$ cat src/rtl/serializer_pkg.sv
// Shared types and constants for the parallel-to-serial transmitter.
package serializer_pkg;

  typedef enum logic {
    IDLE = 1'b0,
    SEND = 1'b1
  } state_t;

  localparam int unsigned DATA_W_DEFAULT = 16;
  localparam int unsigned MIN_LEN        = 3;

endpackage

$ cat src/rtl/serializer.sv
// Parallel-to-serial converter: shifts the top len bits of a captured word out MSB-first,
// one per clock, with a per-bit valid that doubles as the busy indication.
module serializer
  import serializer_pkg::*;
#(
  parameter int unsigned DATA_W = DATA_W_DEFAULT
) (
  input  logic                      clk_i,
  input  logic                      arst_n_i,
  input  logic [DATA_W-1:0]         data_i,
  input  logic [$clog2(DATA_W)-1:0] data_mod_i,
  input  logic                      data_val_i,
  output logic                      ser_data_o,
  output logic                      ser_data_val_o,
  output logic                      busy_o
);

  localparam int unsigned MW = $clog2(DATA_W);
  localparam int unsigned CW = MW + 1;

  state_t            state;
  logic [DATA_W-1:0] shreg;
  logic [CW-1:0]     cnt;
  logic              req_legal;
  logic [CW-1:0]     req_len;

  always_comb begin
    req_legal = (data_mod_i == '0) || (data_mod_i >= MW'(MIN_LEN));
    req_len   = (data_mod_i == '0) ? CW'(DATA_W) : {1'b0, data_mod_i};
  end

  always_ff @(posedge clk_i or negedge arst_n_i) begin
    if (!arst_n_i) begin
      state <= IDLE;
      shreg <= '0;
      cnt   <= '0;
    end else begin
      case (state)
        IDLE: begin
          if (data_val_i && req_legal) begin
            state <= SEND;
            shreg <= data_i;
            cnt   <= req_len;
          end
        end
        SEND: begin
          // cnt holds the number of bits still to drive, including the current one
          if (cnt == CW'(1)) begin
            state <= IDLE;
            shreg <= '0;
            cnt   <= '0;
          end else begin
            shreg <= {shreg[DATA_W-2:0], 1'b0};
            cnt   <= cnt - CW'(1);
          end
        end
        default: begin
          state <= IDLE;
          shreg <= '0;
          cnt   <= '0;
        end
      endcase
    end
  end

  // Decoded from state so the async reset clears the outputs without a clock edge.
  always_comb begin
    ser_data_val_o = (state == SEND);
    busy_o         = (state == SEND);
    ser_data_o     = (state == SEND) ? shreg[DATA_W-1] : 1'b0;
  end

endmodule

$ cat config.mk
export PLATFORM = sky130hd
export DESIGN_NAME = serializer
export DESIGN_NICKNAME = d
export VERILOG_FILES = /design/src/rtl/serializer_pkg.sv /design/src/rtl/serializer.sv
export SDC_FILE = /design/constraint.sdc
export NUM_CORES = 1
export LEC_CHECK = 0
export CAP_MARGIN = 20
export CORE_MARGIN = 2
export CORE_UTILIZATION = 55
export DETAILED_ROUTE_END_ITERATION = 8
export DONT_BUFFER_PORTS = 1
export PLACE_DENSITY_LB_ADDON = 0.12
export RECOVER_POWER = 100
export SLEW_MARGIN = 25
export SYNTH_ARGS = -nofsm -noshare
export SYNTH_HDL_FRONTEND = slang
export SYNTH_SLANG_ARGS = --single-unit
$ cat constraint.sdc
create_clock -name clk_i -period 1.7 [get_ports clk_i]
set_input_delay 0.425 -clock clk_i [delete_from_list [all_inputs] [get_ports clk_i]]
set_output_delay 0.425 -clock clk_i [all_outputs]
set_load 0.02 [all_outputs]
==> flow_summary.yaml <==
run_status:
  run_status: "complete, no violations"
cts:
  clk_path_buf_depth: 2
  cts_root_buf: "clkbuf_4"
  clock-sinks: 22
  cts_tree: "yes"
  clock_insertion_delay_at_the_later_pin_of_the_skew_report_ns: 0.30
  cts_htree_levels: 1
  cts_setup_buffers: 0
  path_clk_slew_ns: 0.12
  cts_inserted_buffers: 3
timing:
  slew_viol_final: 0
  timing.final.setup_violations: 0
  fmax_ghz: 0.622
  slew_at_the_pin_with_the_worst_max_slew_slack_ns: 1.16
  minimum_clock_period_ns: 1.61
  relSlewSlack_pct: 22.6
  final.period_utilization_pct: 94.5
  setup_total_negative_slack_ns: 0
  final_critical_path_setup_slack_ns: 0.0932
  final_hold_violations: 0
  grt_setup_unrepaired: "no"
  timing.clock.skew_ns: 0.00408
worst_setup_path:
  worstPathCellList: "inv_2 > ha_1 > or3b_4 > o21a_4 > nand2_1 > a2bb2oi_1"
  critical_path.startpoint_type: "register"
  critical_path_peak_fanout: 15
  crit_required_ns: 1.89
  critPathCaptureType: "register"
  worst_path_dominant_cell_family: "simple AND/OR/NAND/NOR gates"
  crit_buf_inv: 1
  critical-path-slowest-cell: "dfrtp_1"
  cp.arrival_ns: 1.80
  largest_incremental_delay_on_the_critical_path_ns: 0.42
  setup.worst_path.class: "register to register"
power:
  combPwrFrac_pct: 45.6
  power_dens_cells_mw_per_mm2: 1740
  netSwitchingPower_w: 0.000819
  p_int_w: 0.00137
  design_power_total_w: 0.00219
  ir_drop_uv: 911
  power.switching_fraction_pct: 37.4
  seqPwrFrac_pct: 43.8
  clockPowerShare_pct: 10.6
  p_leak_nw: 0.553
placed_design:
  dp_hpwl_um: 1690
  placement.io_buffers: 0
  placed_cell_area_mm2: 0.00124
  globalplace.congestion: 0.694
  place_ws_ns: 0.0708
synth:
  share_of_flip_flops_with_an_asynchronous_set_or_reset_after_synthesis_pct: 100
  post_synth_instance_area_mm2: 0.00122
  postSynthCellCount: 119
  synth.top_cell.area_share_pct: 45.0
  synth_nets: 144
  synth.yosys.seq_area_share_pct: 45.0
  post_synth.cell_area_avg_um2: 10.3
  ys.warnings.count: 0
  synth_ff_type: "dfrtp_1"
  synth_compound_area_share_pct: 29.9
  synth_mux_area_share_pct: 0.818
  netlist_top_cells_count: "22 x dfrtp_1, 16 x nand2_1, 15 x a2bb2oi_1, 15 x o21bai_1, 4 x a21oi_1"
  netlist-cell-type-count: 38
  synth_seq_cells: 22
  synth_edf_count: 0
  yosys.area_share.adder_pct: 2.04
  synth_xor_xnor_area_share_pct: 0.716
  synthSimpleGateAreaFrac_pct: 15.8
  synth.most_common_cell: "dfrtp_1"
  dominant_combinational_cell_family_by_area_after_synthesis: "compound AO/OA/AOI/OAI gates"
  synth_top_area_cell: "dfrtp_1"
  netlist_top_cells_area: "dfrtp_1 45%, a2bb2oi_1 11%, o21bai_1 9.2%, nand2_1 4.9%, buf_6 2.8%"
floorplanning:
  ios: 26
  core_mm2: 0.00215
  placementRows: 17
  die_height_um: 51.2
  floorplan.die_area_mm2: 0.00262
  initial_core_util_pct: 57.0
  die_width_um: 51.2
drt:
  detail-route-antenna-nets: 0
  routed_wire_length_per_instance_um: 15.9
  number_of_optimization_iterations_in_the_first_detailed_route_pass: 2
  drt_first_iter_violations: 2
  drc_errors: 0
  postRouteWirelength_um: 2340
  viasPerCell: 6.23
  vias: 916
final_layout:
  fin_nets: 146
  count_of_antenna_diodes_in_the_layout: 0
  layout.filler_cells: 196
  design_area_mm2: 0.00126
  drive_gt1_share_pct: 9.24
  area_growth_pct: 2.86
global_route:
  globalRouteTotalUtil_pct: 21.0
  global_route.overflow_total: 0
  initial_antenna_violation_count: 0
  grt_first_pass_wirelength_um: 4080
  grt_pass1_vias: 950
  grt_max_degree: 23
hold_path:
  holdCritPathClass: "input port to register"
job:
  max_cap_viol_count: 0
power groups by stage:
stage,Combinational [W],Sequential [W],Clock [W]
after CTS,0.00102,0.000953,0.000237
final,0.000998,0.000957,0.000231
after detailed placement,0.00100,0.000964,0
after global placement,0.000975,0.000959,0
after global routing,0.00113,0.000993,0.000265
after floorplan,0.000872,0.000930,0
worst register-to-register path, stage by stage, from the launching register on:
cell and delay (ns):
dfrtp_1 0.42, inv_2 0.08, ha_1 0.18, or3b_4 0.40, o21a_4 0.26, nand2_1 0.09
a2bb2oi_1 0.06
cell type report:
class	count	area, µm²	share of cell area, %
multi-input combinational	87	599	47.6
sequential	22	551	43.7
timing repair buffer	5	43.8	3.48
tap	28	35.0	2.78
clock buffer	3	22.5	1.79
inverter	2	7.51	0.596
layout by cell type, fill, tap and decap left out, types with 3 or more instances in the layout:
cell / netlist / layout
a21oi_1: 4 / 4
nor2_1: 3 / 3
nand2_1: 16 / 16
clkbuf_4: 0 / 3
a2bb2oi_1: 15 / 15
dfrtp_1: 22 / 22
o21ai_0: 3 / 3
o21bai_1: 15 / 15
path summary, 6_finish.rpt:
check,from,to,slack (ns),depth (start not counted)
min in group asynchronous,arst_n_i,shreg[13],0.32,1
max in group asynchronous,arst_n_i,shreg[12],0.69,1
worst max register to register,cnt[1],shreg[11],0.09,6
worst min-delay path,data_i[0],shreg[0],0.28,2
worst min register to register,cnt[0],cnt[0],0.52,1
worst max-delay path,cnt[1],shreg[11],0.09,6
cell families after synthesis:
| kind of cell | Yosys count |
|---|---|
| AOI/OAI and AO/OA | 47 |
| xor gates and xnor gates | 1 |
| adders and majority gates | 2 |
| buffers and inverters | 10 |
| DFF | 22 |
| muxes | 1 |
| and+or+nand+nor | 36 |
timing repair:
action                                  4_1_cts  5_1_grt
hold buffers                                  1        0
endpoints found under the setup margin        0       13
resized for setup                             0        3
endpoints found under the hold margin        22        0
state kept, by name, indices dropped and copies added, names as in the netlist:
signal and cells:
busy_o 1, shreg 16, cnt 5
layer usage:
layer	part of all wire, %	vias to the layer above	global-route usage (%)
li1	-	445	-
met1	43	449	25.4
met2	52	18	37.7
met3	4.1	4	2.63
met4	1.1	0	8.56
met5	0	-	0
stage by stage:
stage          cells  hold WS [ns]  util, %
4_1_cts          147         0.279     59.2
5_1_grt          147         0.280     58.6
3_3_place_gp     143         0.130     57.7
6_report         147         0.279     58.6
2_1_floorplan    119         0.129        -
3_5_place_dp     143         0.130     57.7
Power figures use the tool's default switching activity.
